**src/rtl/imem_loader.sv**
```systemverilog
// imem_loader: streams bytes from a valid/ready source into instruction memory.
// Bytes are packed little-endian into 32-bit words and written to consecutive
// word addresses starting at byte address 0. The core is held in reset while a
// load is in progress.
module imem_loader #(
  parameter int MEM_DEPTH = 32,
  parameter int CNT_W     = $clog2(MEM_DEPTH) + 1
) (
  input  logic             clk,
  input  logic             reset,
  input  logic             start,
  input  logic [CNT_W-1:0] word_count,
  input  logic [7:0]       rx_data,
  input  logic             rx_valid,
  output logic             rx_ready,
  output logic             we,
  output logic [31:0]      waddr,
  output logic [31:0]      wdata,
  output logic             busy,
  output logic             cpu_hold,
  output logic             done,
  output logic             err
);

  localparam int IDX_W = (MEM_DEPTH > 1) ? $clog2(MEM_DEPTH) : 1;
  localparam logic [CNT_W-1:0] DEPTH_C = CNT_W'(MEM_DEPTH);

  typedef enum logic [1:0] {IDLE, RECV, WRITE, DONE} state_t;

  state_t           state, state_next;
  logic [CNT_W-1:0] count;
  logic [IDX_W-1:0] word_idx;
  logic [1:0]       byte_idx;
  logic [31:0]      asm_word;
  logic [31:0]      asm_next;
  logic             accept;
  logic             last_word;
  logic             count_ok;

  assign accept    = rx_valid && rx_ready;
  assign last_word = (CNT_W'(word_idx) + CNT_W'(1)) == count;
  assign count_ok  = (word_count != '0) && (word_count <= DEPTH_C);

  // State register
  always_ff @(posedge clk or posedge reset) begin
    if (reset) state <= IDLE;
    else       state <= state_next;
  end

  // Next-state logic
  always_comb begin
    state_next = state;
    unique case (state)
      IDLE:  if (start) state_next = count_ok ? RECV : DONE;
      RECV:  if (accept && byte_idx == 2'd3) state_next = WRITE;
      WRITE: state_next = last_word ? DONE : RECV;
      DONE:  state_next = IDLE;
      default: state_next = IDLE;
    endcase
  end

  // Combinational outputs: ready only while collecting bytes
  always_comb begin
    rx_ready = (state == RECV);
  end

  // Drop the incoming byte into its lane of the word being assembled
  always_comb begin
    asm_next = asm_word;
    unique case (byte_idx)
      2'd0: asm_next[7:0]   = rx_data;
      2'd1: asm_next[15:8]  = rx_data;
      2'd2: asm_next[23:16] = rx_data;
      2'd3: asm_next[31:24] = rx_data;
      default: asm_next = asm_word;
    endcase
  end

  // Registered outputs and datapath; we/done are set on the transition into
  // WRITE/DONE so they are high exactly during those states.
  always_ff @(posedge clk or posedge reset) begin
    if (reset) begin
      count    <= '0;
      word_idx <= '0;
      byte_idx <= '0;
      asm_word <= '0;
      we       <= 1'b0;
      waddr    <= '0;
      wdata    <= '0;
      busy     <= 1'b0;
      cpu_hold <= 1'b0;
      done     <= 1'b0;
      err      <= 1'b0;
    end else begin
      we   <= 1'b0;
      done <= 1'b0;
      unique case (state)
        IDLE: begin
          if (start) begin
            err <= (word_count > DEPTH_C);
            if (count_ok) begin
              count    <= word_count;
              word_idx <= '0;
              byte_idx <= '0;
              busy     <= 1'b1;
              cpu_hold <= 1'b1;
            end else begin
              done <= 1'b1;
            end
          end
        end
        RECV: begin
          if (accept) begin
            asm_word <= asm_next;
            byte_idx <= byte_idx + 2'd1;
            if (byte_idx == 2'd3) begin
              we    <= 1'b1;
              waddr <= 32'({word_idx, 2'b00});
              wdata <= asm_next;
            end
          end
        end
        WRITE: begin
          if (last_word) begin
            done <= 1'b1;
            busy <= 1'b0;
          end else begin
            word_idx <= word_idx + IDX_W'(1);
            byte_idx <= '0;
          end
        end
        DONE: begin
          busy     <= 1'b0;
          cpu_hold <= 1'b0;
        end
        default: ;
      endcase
    end
  end

endmodule

```
**config.mk**
```make
export PLATFORM = sky130hd
export DESIGN_NAME = imem_loader
export DESIGN_NICKNAME = d
export VERILOG_FILES = /design/src/rtl/imem_loader.sv
export SDC_FILE = /design/constraint.sdc
export NUM_CORES = 1
export LEC_CHECK = 0
export CAP_MARGIN = 20
export CORE_MARGIN = 5
export CORE_UTILIZATION = 30
export DETAILED_ROUTE_END_ITERATION = 7
export PLACE_DENSITY_LB_ADDON = 0.25
export SYNTH_ARGS = -nofsm -noshare
export SYNTH_HDL_FRONTEND = slang
export SYNTH_SLANG_ARGS = --single-unit
```
**constraint.sdc**
```tcl
create_clock -name clk -period 3.3 [get_ports clk]
set_input_delay 0.33 -clock clk [delete_from_list [all_inputs] [get_ports clk]]
set_output_delay 0.33 -clock clk [all_outputs]
set_load 0.05 [all_outputs]
```
==> results.toml <==
[floorplanning]
start_util_pct = 30.6
io_pins = 88
die-area_sq_um = 15200
coreArea_sq_um = 12600
die-width_um = 123
rows = 41
die_h_um = 123

[global_routing]
grt_overflow = 0
grt_pass1_wl_um = 14100
grtUsageTotal_pct = 12.0
grt_pass1_vias = 2630
antenna_found_initial = 0
grt_max_degree = 42

[power_and_ir_drop]
cellLeakagePower_uw = 0.00213
max-vdd-ir-drop_v = 0.000345
powerDensity_nw_per_um2 = 1120
power_uw = 5440

[route]
ant_nets = 0
dr.pass1.iters = 4
drt_iter0_drc = 164
vias_per_cell = 4.43
drc = 0
vias = 2602
routed_wirelength_um = 8590
avgRoutedWirePerCell_um = 14.6

[cts]
postCtsHoldBufs = 0
cts_resized = 0
cts_buffer_depth = 2
clk_pin_slew_worst_paths_ns = 0.06
numCtsBuffers = 9
postCtsSetupRepairBufs = 0
clkLatencyLatePin_ns = 0.34
htree_num_levels = 3
cts.sinks = 81
cts_tree = "built"
cts_root_buf = "clkbuf_16"

[setup_path]
crit_path_cell_trace = "nor2b_1, clkdlybuf4s50_1"
end_kind = "output pin"
critPathBufInv = 1
cpPeakStageDelay_ns = 0.87
r2r_start = "word_idx[0]"
slowest_stage = "clkdlybuf4s50_1"
r2r-end = "word_idx[3]"
start_kind = "flop"
crit_arrival_ns = 2.04
ff2ff_path_depth = 6
crit_family = "buffers and inverters"
crit_fanout = 12
crit_type = "flop to output pin"
critPathRequiredTime_ns = 2.97
r2r_slack_ns = 1.01

[placement]
post_dp_cell_area_sq_um = 4540
gp_congestion = 0.751
port_buffers = 60
place_hpwl_um = 6080

[sta]
fin_hold_ws_ns = 0.415
relSlewSlack_pct = 49.9
period_needed_ns = 2.37
hold_viol = 0
fin_tns_setup_ns = 0
min_period_over_period_pct = 71.9
setup_viol_count_final = 0
worst_clock_skew_ns = 0.00593
worst_pin_slew_ns = 0.751
max_freq_mhz = 421
drv_slew = 0
rsz0062_at_grt = "false"

[logic_synthesis]
synth_area_leaders = "dfrtp_1, mux2_2, mux2i_1, buf_4, nand2_1"
yosysWarnings = 0
synth_top_area_cell = "dfrtp_1"
synth.cell_area_sq_um = 3860
synth.distinct_cells = 44
synth_edf_count = 0
syn_inst = 351
ys_ff_latch = 81
synthTopCellsByCount = "dfrtp_1, nand2_1, mux2_2"
postSynthAreaPerCell_sq_um = 11.0
synth_most_common_cell = "dfrtp_1"
async_flop_share_pct = 100
synth_ff_type = "dfrtp_1"
synth_top_area_share_pct = 52.5
yosysSeqAreaShare_pct = 52.5

[final_layout]
drive_gt1_share_pct = 15.2
multiInputGateArea_sq_um = 1630
antenna_cells = 0
design_area_sq_um = 4860
syn_to_final_growth_pct = 25.9
fin_util_pct = 38.5
num-nets-final = 434
fillers = 1278
regArea_sq_um = 2030

[run_status]
run_status = "finished, final reports clean"

[run]
cap_violations = 0

[worst_hold_path]
hold_path_class = "input pin to asynchronous set/reset pin"
==> logic make-up (layout without fill, tap and decap cells) <==
kind of cell / after synthesis / after routing / share of synthesized area (%)
AO/OA/AOI/OAI: 49 / 49 / 8.53
flip-flops: 81 / 81 / 52.5
buffers and inverters: 49 / 87 / 7.88
multiplexers: 55 / 55 / 15.3
other: 1 / 27 / 0.0972
AND/OR/NAND/NOR: 106 / 106 / 12.9
adder cells (fa/ha/maj): 5 / 5 / 1.62
XOR/XNOR: 5 / 5 / 1.14
==> how the worst max path moves through the flow <==
stage,startpoint,to,slack [ns],cells past startpoint
after floorplan,reset,asm_word[0],0.89,1
after global placement,word_count[1],word_idx[2],0.87,6
after detailed placement,word_count[1],word_idx[2],0.83,6
after CTS,state[1],rx_ready,0.91,2
after global routing,state[1],rx_ready,0.82,2
final,state[1],rx_ready,0.93,2
==> final cells by class <==
cell class | instances | area share [%]
clock buffer | 9 | 4.63
multi-input combinational | 247 | 33.4
inverter | 8 | 0.644
tap | 172 | 4.43
sequential | 81 | 41.7
timing repair buffer | 64 | 13.2
clock inverter | 6 | 1.91
==> placed cells by master, fill, tap and decap left out, types with 2 or more instances in the layout <==
cell type / Yosys / final
buf_4: 28 / 3
conb_1: 1 / 27
nor2b_1: 2 / 2
nor3_1: 2 / 2
clkbuf_16: 0 / 9
ha_1: 5 / 5
inv_1: 7 / 6
clkdlybuf4s50_1: 0 / 60
a31o_2: 2 / 2
xnor2_1: 3 / 3
bufinv_16: 0 / 2
nand2_1: 56 / 56
a211o_1: 2 / 2
dfrtp_1: 81 / 81
nand3_1: 4 / 4
o211ai_1: 2 / 2
mux2_2: 31 / 31
clkinvlp_4: 0 / 2
a21oi_1: 26 / 26
a31oi_1: 2 / 2
and2b_1: 2 / 2
o21ai_0: 6 / 6
nor4b_4: 2 / 2
nor4_1: 2 / 2
xor2_1: 2 / 2
mux2i_1: 24 / 24
nor2_1: 29 / 29
==> sequential cells by signal, summed over array words and instances (netlist names), 2 cells and up <==
name and flops:
word_idx 5, wdata 32, state 2, byte_idx 2, asm_word 24, count 6, waddr 5
==> worst register-to-register path: stages (launching register included) <==
cell and delay [ns]:
dfrtp_1 0.45, ha_1 0.23, and2b_1 0.23, o211a_1 0.22
or3_1 0.46, a211o_1 0.33, a221oi_2 0.27
==> per-layer routing <==
metal	vias to the layer above	GRT usage (%)	share of wire, %
li1	1275	-	-
met1	1237	16.8	47
met2	81	18.0	46
met3	9	3.75	5.8
met4	0	3.53	0.82
met5	-	0	0
==> stage by stage <==
stage / cells / worst slack [ns]
after floorplan: 377 / 0.890
after global placement: 572 / 0.874
after detailed placement: 572 / 0.830
after CTS: 587 / 0.915
after global routing: 587 / 0.825
final: 587 / 0.927
==> power breakdown <==
group          total [uW]  switching [uW]  internal (uW)  leakage, uW
logic                2620            1630            990      0.00101
clock network        1070             412            662     0.000148
registers            1750             294           1450     0.000979
No activity file was read; power rests on OpenSTA's default activity.
